<file path="src/rtl/encoder_hidden_state_collector.sv">
// Packs NB upstream W-bit slices per time step into rows, buffers T rows, then streams them out.
// Optional sticky dropped-slice flag on port err when COLLECT_ERR_FLAG_EN is defined.
//   state  | meaning
//   FILL   | assembling slices into rows, writing rows to the buffer
//   DRAIN  | presenting buf[rd_ptr] on out_data with out_valid=1
//   DONE   | all rows delivered; idle until start or reset
module encoder_hidden_state_collector #(
    parameter int W  = 16,
    parameter int NB = 4,
    parameter int T  = 30
) (
    input  logic            clk,
    input  logic            rst_n,
    input  logic            start,
    input  logic [W-1:0]    in_data,
    input  logic            in_valid,
    output logic [NB*W-1:0] out_data,
    output logic            out_valid,
    input  logic            out_ready,
    output logic [4:0]      out_idx,
    output logic            out_last,
    output logic            fill_done,
    output logic            done
`ifdef COLLECT_ERR_FLAG_EN
    ,
    output logic            err
`endif
);

    localparam int BW = (NB > 1) ? $clog2(NB) : 1;
    localparam logic [1:0] S_FILL  = 2'd0;
    localparam logic [1:0] S_DRAIN = 2'd1;
    localparam logic [1:0] S_DONE  = 2'd2;
    localparam logic [BW-1:0] BLK_LAST = BW'(NB - 1);
    localparam logic [4:0] ROW_LAST = 5'(T - 1);

    logic [1:0]      state_q, state_d;
    logic [BW-1:0]   blk_cnt_q, blk_cnt_d;
    logic [4:0]      row_cnt_q, row_cnt_d;
    logic [4:0]      rd_ptr_q, rd_ptr_d;
    logic [NB*W-1:0] asm_q, asm_d;
    logic            fill_done_q, fill_done_d;
    logic            done_q, done_d;
    logic            row_we;
    logic [NB*W-1:0] row_wdata;
    logic [NB*W-1:0] buf_mem [T];

    always_comb begin
        state_d     = state_q;
        blk_cnt_d   = blk_cnt_q;
        row_cnt_d   = row_cnt_q;
        rd_ptr_d    = rd_ptr_q;
        asm_d       = asm_q;
        fill_done_d = fill_done_q;
        done_d      = done_q;
        row_we      = 1'b0;
        // The completing slice goes straight into the buffer word, not via asm_q.
        row_wdata   = asm_q;
        row_wdata[blk_cnt_q*W +: W] = in_data;

        if (start) begin
            state_d     = S_FILL;
            blk_cnt_d   = '0;
            row_cnt_d   = '0;
            rd_ptr_d    = '0;
            asm_d       = '0;
            fill_done_d = 1'b0;
            done_d      = 1'b0;
        end else begin
            case (state_q)
                S_FILL: begin
                    if (in_valid) begin
                        asm_d = row_wdata;
                        if (blk_cnt_q == BLK_LAST) begin
                            row_we    = 1'b1;
                            blk_cnt_d = '0;
                            row_cnt_d = row_cnt_q + 5'd1;
                            if (row_cnt_q == ROW_LAST) begin
                                state_d     = S_DRAIN;
                                fill_done_d = 1'b1;
                                rd_ptr_d    = '0;
                            end
                        end else begin
                            blk_cnt_d = blk_cnt_q + BW'(1);
                        end
                    end
                end
                S_DRAIN: begin
                    if (out_ready) begin
                        if (rd_ptr_q == ROW_LAST) begin
                            state_d = S_DONE;
                            done_d  = 1'b1;
                        end else begin
                            rd_ptr_d = rd_ptr_q + 5'd1;
                        end
                    end
                end
                default: ;
            endcase
        end
    end

    always_ff @(posedge clk or negedge rst_n) begin
        if (!rst_n) begin
            state_q     <= S_FILL;
            blk_cnt_q   <= '0;
            row_cnt_q   <= '0;
            rd_ptr_q    <= '0;
            asm_q       <= '0;
            fill_done_q <= 1'b0;
            done_q      <= 1'b0;
        end else begin
            state_q     <= state_d;
            blk_cnt_q   <= blk_cnt_d;
            row_cnt_q   <= row_cnt_d;
            rd_ptr_q    <= rd_ptr_d;
            asm_q       <= asm_d;
            fill_done_q <= fill_done_d;
            done_q      <= done_d;
        end
    end

    // Row storage is deliberately not reset.
    always_ff @(posedge clk) begin
        if (row_we) begin
            buf_mem[row_cnt_q] <= row_wdata;
        end
    end

    assign out_valid = (state_q == S_DRAIN);
    assign out_data  = out_valid ? buf_mem[rd_ptr_q] : '0;
    assign out_idx   = rd_ptr_q;
    assign out_last  = out_valid && (rd_ptr_q == ROW_LAST);
    assign fill_done = fill_done_q;
    assign done      = done_q;

`ifdef COLLECT_ERR_FLAG_EN
    logic err_q, err_d;

    always_comb begin
        if (start) begin
            err_d = in_valid;
        end else begin
            err_d = err_q | (in_valid && (state_q != S_FILL));
        end
    end

    always_ff @(posedge clk or negedge rst_n) begin
        if (!rst_n) begin
            err_q <= 1'b0;
        end else begin
            err_q <= err_d;
        end
    end

    assign err = err_q;
`endif

endmodule

</file>
<file path="config.mk">
export PLATFORM = sky130hd
export DESIGN_NAME = encoder_hidden_state_collector
export DESIGN_NICKNAME = d
export VERILOG_FILES = /design/src/rtl/encoder_hidden_state_collector.sv
export SDC_FILE = /design/constraint.sdc
export NUM_CORES = 2
export LEC_CHECK = 0
export ABC_AREA = 1
export BUFFER_PORTS_ARGS = -buffer_cell sky130_fd_sc_hd__clkbuf_2
export CAP_MARGIN = 20
export CELL_PAD_IN_SITES_DETAIL_PLACEMENT = 1
export CELL_PAD_IN_SITES_GLOBAL_PLACEMENT = 2
export CORE_MARGIN = 4
export CORE_UTILIZATION = 34
export CTS_BUF_LIST = sky130_fd_sc_hd__clkbuf_8 sky130_fd_sc_hd__clkbuf_16
export CTS_CLUSTER_SIZE = 40
export DETAILED_ROUTE_END_ITERATION = 10
export HOLD_SLACK_MARGIN = 0.03
export PLACE_DENSITY_LB_ADDON = 0.1
export SYNTH_ARGS = -nofsm -noshare
export SYNTH_HDL_FRONTEND = slang
export SYNTH_SLANG_ARGS = --single-unit
</file>
<file path="constraint.sdc">
create_clock -name clk -period 14.2 [get_ports clk]
set_clock_uncertainty 0.1 [all_clocks]
set_input_delay 0 -clock clk [delete_from_list [all_inputs] [get_ports clk]]
set_output_delay 0 -clock clk [all_outputs]
set_load 0.01 [all_outputs]
</file>
# After elaboration in Yosys (flattened, before gate mapping)
# Memory sizes are Yosys's and may differ from the RTL's.
# Index checks and enable logic that the tools add are counted.
# totals
latch_bits	0
input_bits	21
memories	1
ff_bits	80
romBits	0
mem_bits_rw	1920
output_inout_bits	73
# classes
mux	42
add_sub_neg	4
n_div	0
n_lt_le_gt_ge	0
n_reduce_logical	16
n_eq_ne	10
bitwise_logic	0
multipliers	0
n_shift	2
# mem_list
name	depth	word_bits	rd	rd_ports_with_merged_regs	write_ports	line	rtl
buf_mem	30	64	1	0	1	46	logic [NB*W-1:0] buf_mem [T];
# op_table
cell	n
$mux W64	4
$bwmux W64	1
$shift A16 B34 Y64 const A	1
$shiftx A16 B34 Y64	1
$mux W5	10
$neg A6 Y34	1
$mux W2	10
$mux W1	15
$reduce_bool A2 Y1	7
$ne A3 B3 Y1 const B	4
$reduce_and A6 Y1	2
$add A5 B1 Y5 const B	2
$eq A5 B5 Y1 const B	2
$pmux W5 S2	1
$ne A3 B2 Y1 const B	2
$reduce_and A3 Y1	2
$pmux W2 S2	1
$reduce_and A4 Y1	1
$reduce_bool A3 Y1	1
$add A2 B1 Y2 const B	1
$eq A2 B1 Y1 const B	1
$eq A2 B2 Y1 const B	1
$logic_not A2 Y1	1
$reduce_and A2 Y1	1
$logic_and A1 B1 Y1	1

# Depth between registers and ports, before layout
# logic_depth
ltp_word	7
mapped_depth	14
ltp_nobuf	11

# Least setup slack after synthesis
# No wires, ideal clock.
# synth_path
path_type	register to register
start	register blk_cnt_q[0]
end	memory buf_mem[28][0] in the netlist's numbering (enable)
stages_incl_launch_ff	6
arrival_time_ns	5.469
required_ns	13.535
synth_period_minus_slack_ns	6.134
setup_time_ns	0.565
path_slack_ns	8.066
cell_sequence	dfrtp_1 > ha_1 > nand3_1 > nor2_1 > nand2_1 > nor3_1
# synth_between
elab_chain_len	7
# synth_lines
element	line	rtl
start, declared	38	logic [BW-1:0] blk_cnt_q, blk_cnt_d;
start signal, assigned	114	blk_cnt_q <= blk_cnt_d;
$eq A2 B2 Y1	74	if (blk_cnt_q == BLK_LAST) begin
$mux W1	74	
$mux W1	72	if (in_valid) begin
$mux W1	70	case (state_q)
$mux W1	61	if (start) begin
$mux W1	125	if (row_we) begin
$mux W1 (implied by the code)	126	buf_mem[row_cnt_q] <= row_wdata;
end, declared	46	
# No other way between the ends.

# Worst setup path after layout
# layout_path
start	register rd_ptr_q[0] (netlist: out_idx[0])
end	output out_data[7]
# layout_between
elab_chain_len	2
# layout_lines
element	line	rtl
start, declared	40	logic [4:0] rd_ptr_q, rd_ptr_d;
start signal, assigned	116	rd_ptr_q <= rd_ptr_d;
$mem_v2 Z30 W64	-	
$mux W64	131	assign out_data = out_valid ? buf_mem[rd_ptr_q] : '0;
end, declared	17	output logic [NB*W-1:0] out_data,
# No other way between the ends.

==> qor.yml <==
setup_path:
  crit_family: "buffers and inverters"
  cpMaxStageDelayCell: "buf_4"
  crit_path_max_incr_delay_ps: 870
  crit_top_cell: "nor2_1"
  crit_path_end_kind: "output pin"
  path_max_fanout: 194
  cp_num_buf_inv: 5
  crit_arrival_ps: 6150
  start_kind: "flip-flop"
  crit_chain: "inv_8 -> buf_12 -> buf_12 -> buf_4 -> o21ai_0 -> o21ai_1 -> nor2_1 -> nor2_1 -> nor2_1 -> nor2_1 -> clkbuf_2"
  required_ps: 14100
  critPathKind: "reg2out"
routing:
  drc: 0
  num_vias: 55293
  first_pass_iters: 7
  wl_per_cell_um: 26.8
  vias_per_cell: 5.15
  drt-total-wl_um: 288000
  drtIter0Drc: 3995
  final_antenna_net_count: 0
die:
  fp.dieH_um: 501
  core_area_mm2: 0.241
  initial_core_util_pct: 34.3
  rows: 180
  die_x_um: 501
  dieArea_mm2: 0.251
  ios: 94
power:
  power.total_mw: 12.2
  power_frac_seq_pct: 53.0
  switching_share_pct: 20.9
  p_comb_share_pct: 1.5
  internal_power_mw: 9.63
  vdd.ir_drop.worst_mv: 0.101
  p_sw_mw: 2.54
  power_leakage_nw: 35.1
  powerDensity_mw_per_mm2: 130
  clkPwrFrac_pct: 45.5
yosys:
  synth_cells: 7314
  syn-num-nets: 7347
  synth-main-ff-cell: "edfxtp_1"
  synth_edf_count: 1920
  yosysTopAreaCell: "edfxtp_1"
  ys_ff_latch: 2000
  yosys_warnings: 0
  yosys-top-cells-area: "edfxtp_1, nand2_1, nor2_1"
  synth_top_area_share_pct: 69.8
  async_flop_share_pct: 4.00
  synthesis.area_mm2: 0.0825
  postSynthAreaPerCell_um2: 11.3
  seq_area_frac_synth_pct: 72.3
  synth.distinct_cells: 30
clocking:
  htreeDepth: 4
  postCtsSetupBuffers: 0
  hold_buffers: 24
  post_cts_resize_count: 0
  clk_latency_ps: 840
  clkSinkCount: 2000
  cts_buffers: 226
  tritoncts: "yes"
  root_buffer: "clkbuf_16"
  cts_buffer_depth: 3
  clk_pin_slew_worst_paths_ps: 50
finish:
  layout.cells.non_filler: 10746
  drive_gt1_share_pct: 8.55
  final-seq-area_mm2: 0.0597
  final_cell_mix: "edfxtp_1, nand2_1, nor2_1, nand3_1, o21ai_0"
  final_common_cell: "edfxtp_1"
  syn2layout_area_growth_pct: 13.6
  nFillCells: 25886
  multi_input_area_mm2: 0.0195
  nNetsFinal: 7404
  final_core_util_pct: 38.9
sta:
  fmax_mhz: 160
  hold_viol_final: 0
  rsz0062_at_grt: "false"
  fin_tns_setup_ps: 0
  worst_slew_pin_slew_ps: 1180
  finalSetupViolations: 0
  max-slew-margin-rel_pct: 21.6
  period_share_pct: 44.0
  fin_crit_ps: 6250
  slew_violations: 0
status:
  status: "finished, final reports clean"
grt:
  gr-usage-all-layers_pct: 22.7
  antenna_found_initial: 16
  grt_pass1_wl_um: 414000
  grt_remaining_overflow: 0
  grt_pass1_vias: 56863
  grt_max_degree: 195
placed_design:
  gp_congestion: 0.748
  dpl.cell_count: 10303
  place_hpwl_um: 145000
  port_buffers: 93
worst_hold_path:
  hold_class: "in2reg"
job:
  drv_cap: 0
## cell families (layout without fill, tap and decap cells)
group	Yosys count	count (layout)	synth area share, %
simple gates	3478	3478	16.9
fa+ha+maj	12	12	0.182
xor+xnor	2	2	0.0212
other cells	0	2	0
compound gates	952	952	5.97
buf+inv	870	1115	4.63
flops	2000	2000	72.3
## worst register-to-register path: stages, from the launching register on
cell and delay, ps:
dfrtp_1 580, ha_1 310, nand3_1 220, nor2_1 330
nand2_1 480, nor2_4 980, buf_4 860, buf_4 540
## routing by layer
| layer | vias up | global-route usage [%] | routed length [um] |
|---|---|---|---|
| met3 | 360 | 2.52 | 8990 |
| met5 | - | 0 | 0 |
| li1 | 25144 | - | - |
| met2 | 910 | 39.6 | 143000 |
| met4 | 0 | 5.01 | 6440 |
| met1 | 28879 | 30.3 | 130000 |
## sequential cells by signal (all words and copies together) (netlist names)
register and flops:
state_q 2, fill_done 1, blk_cnt_q 2, row_cnt_q 5
done 1, asm_q 64, out_idx 5, buf_mem 1920
## path summary, 6_finish.rpt
path                                           from                  endpoint  slack, ps  depth (start not counted)
setup / recovery             out_idx[0]$_DFFE_PN0P_               out_data[7]       7950                         11
hold / removal                                start    out_idx[2]$_DFFE_PN0P_        180                          5
setup reg to reg           blk_cnt_q[0]$_DFFE_PN0P_  buf_mem[2][36]$_DFFE_PP_       9430                          7
hold reg to reg               asm_q[51]$_DFFE_PN0P_     asm_q[51]$_DFFE_PN0P_        440                          2
max in group asynchronous                     rst_n    out_idx[4]$_DFFE_PN0P_      12330                          4
min in group asynchronous                     rst_n      asm_q[8]$_DFFE_PN0P_        490                          4
## cell type report
cell class	instances	area share (%)
inverter	431	1.77
tap	3185	4.25
sequential	2000	63.6
clock inverter	178	1.10
multi-input combinational	4444	20.8
clock buffer	238	6.30
antenna	2	0.00534
timing repair buffer	268	2.12
## cell usage after synthesis, types with 3 or more instances
cell type	count
ha_1	12
o22ai_1	65
dfrtp_1	80
inv_1	425
edfxtp_1	1920
nand2_1	1501
buf_4	52
a21oi_1	87
buf_2	178
nor2_1	1290
a22oi_1	32
nor3_2	3
inv_2	4
o21ai_1	113
o21ai_0	653
buf_1	58
buf_6	12
nor3_1	4
nand3_1	657
clkbuf_1	135
or2_2	19
## power groups by stage
| stage | clock [mW] | combinational (mW) | sequential [mW] |
|---|---|---|---|
| finish | 5.53 | 0.184 | 6.45 |
| global route | 5.93 | 0.199 | 6.45 |
| CTS | 5.68 | 0.185 | 6.45 |
| detailed placement | 0 | 0.177 | 6.58 |
| global placement | 0 | 0.169 | 6.58 |
| floorplan | 0 | 0.0790 | 6.58 |
## per-stage QoR
stage	instance area [um2]	setup slack, ps	hold WS, ps
final	93800	7950	178
after global routing	93800	7320	159
after CTS	93800	7590	105
after detailed placement	86600	8500	-181
after global placement	86500	8510	-182
after floorplan	82500	8070	-396
(Power assumes the default switching activity.)
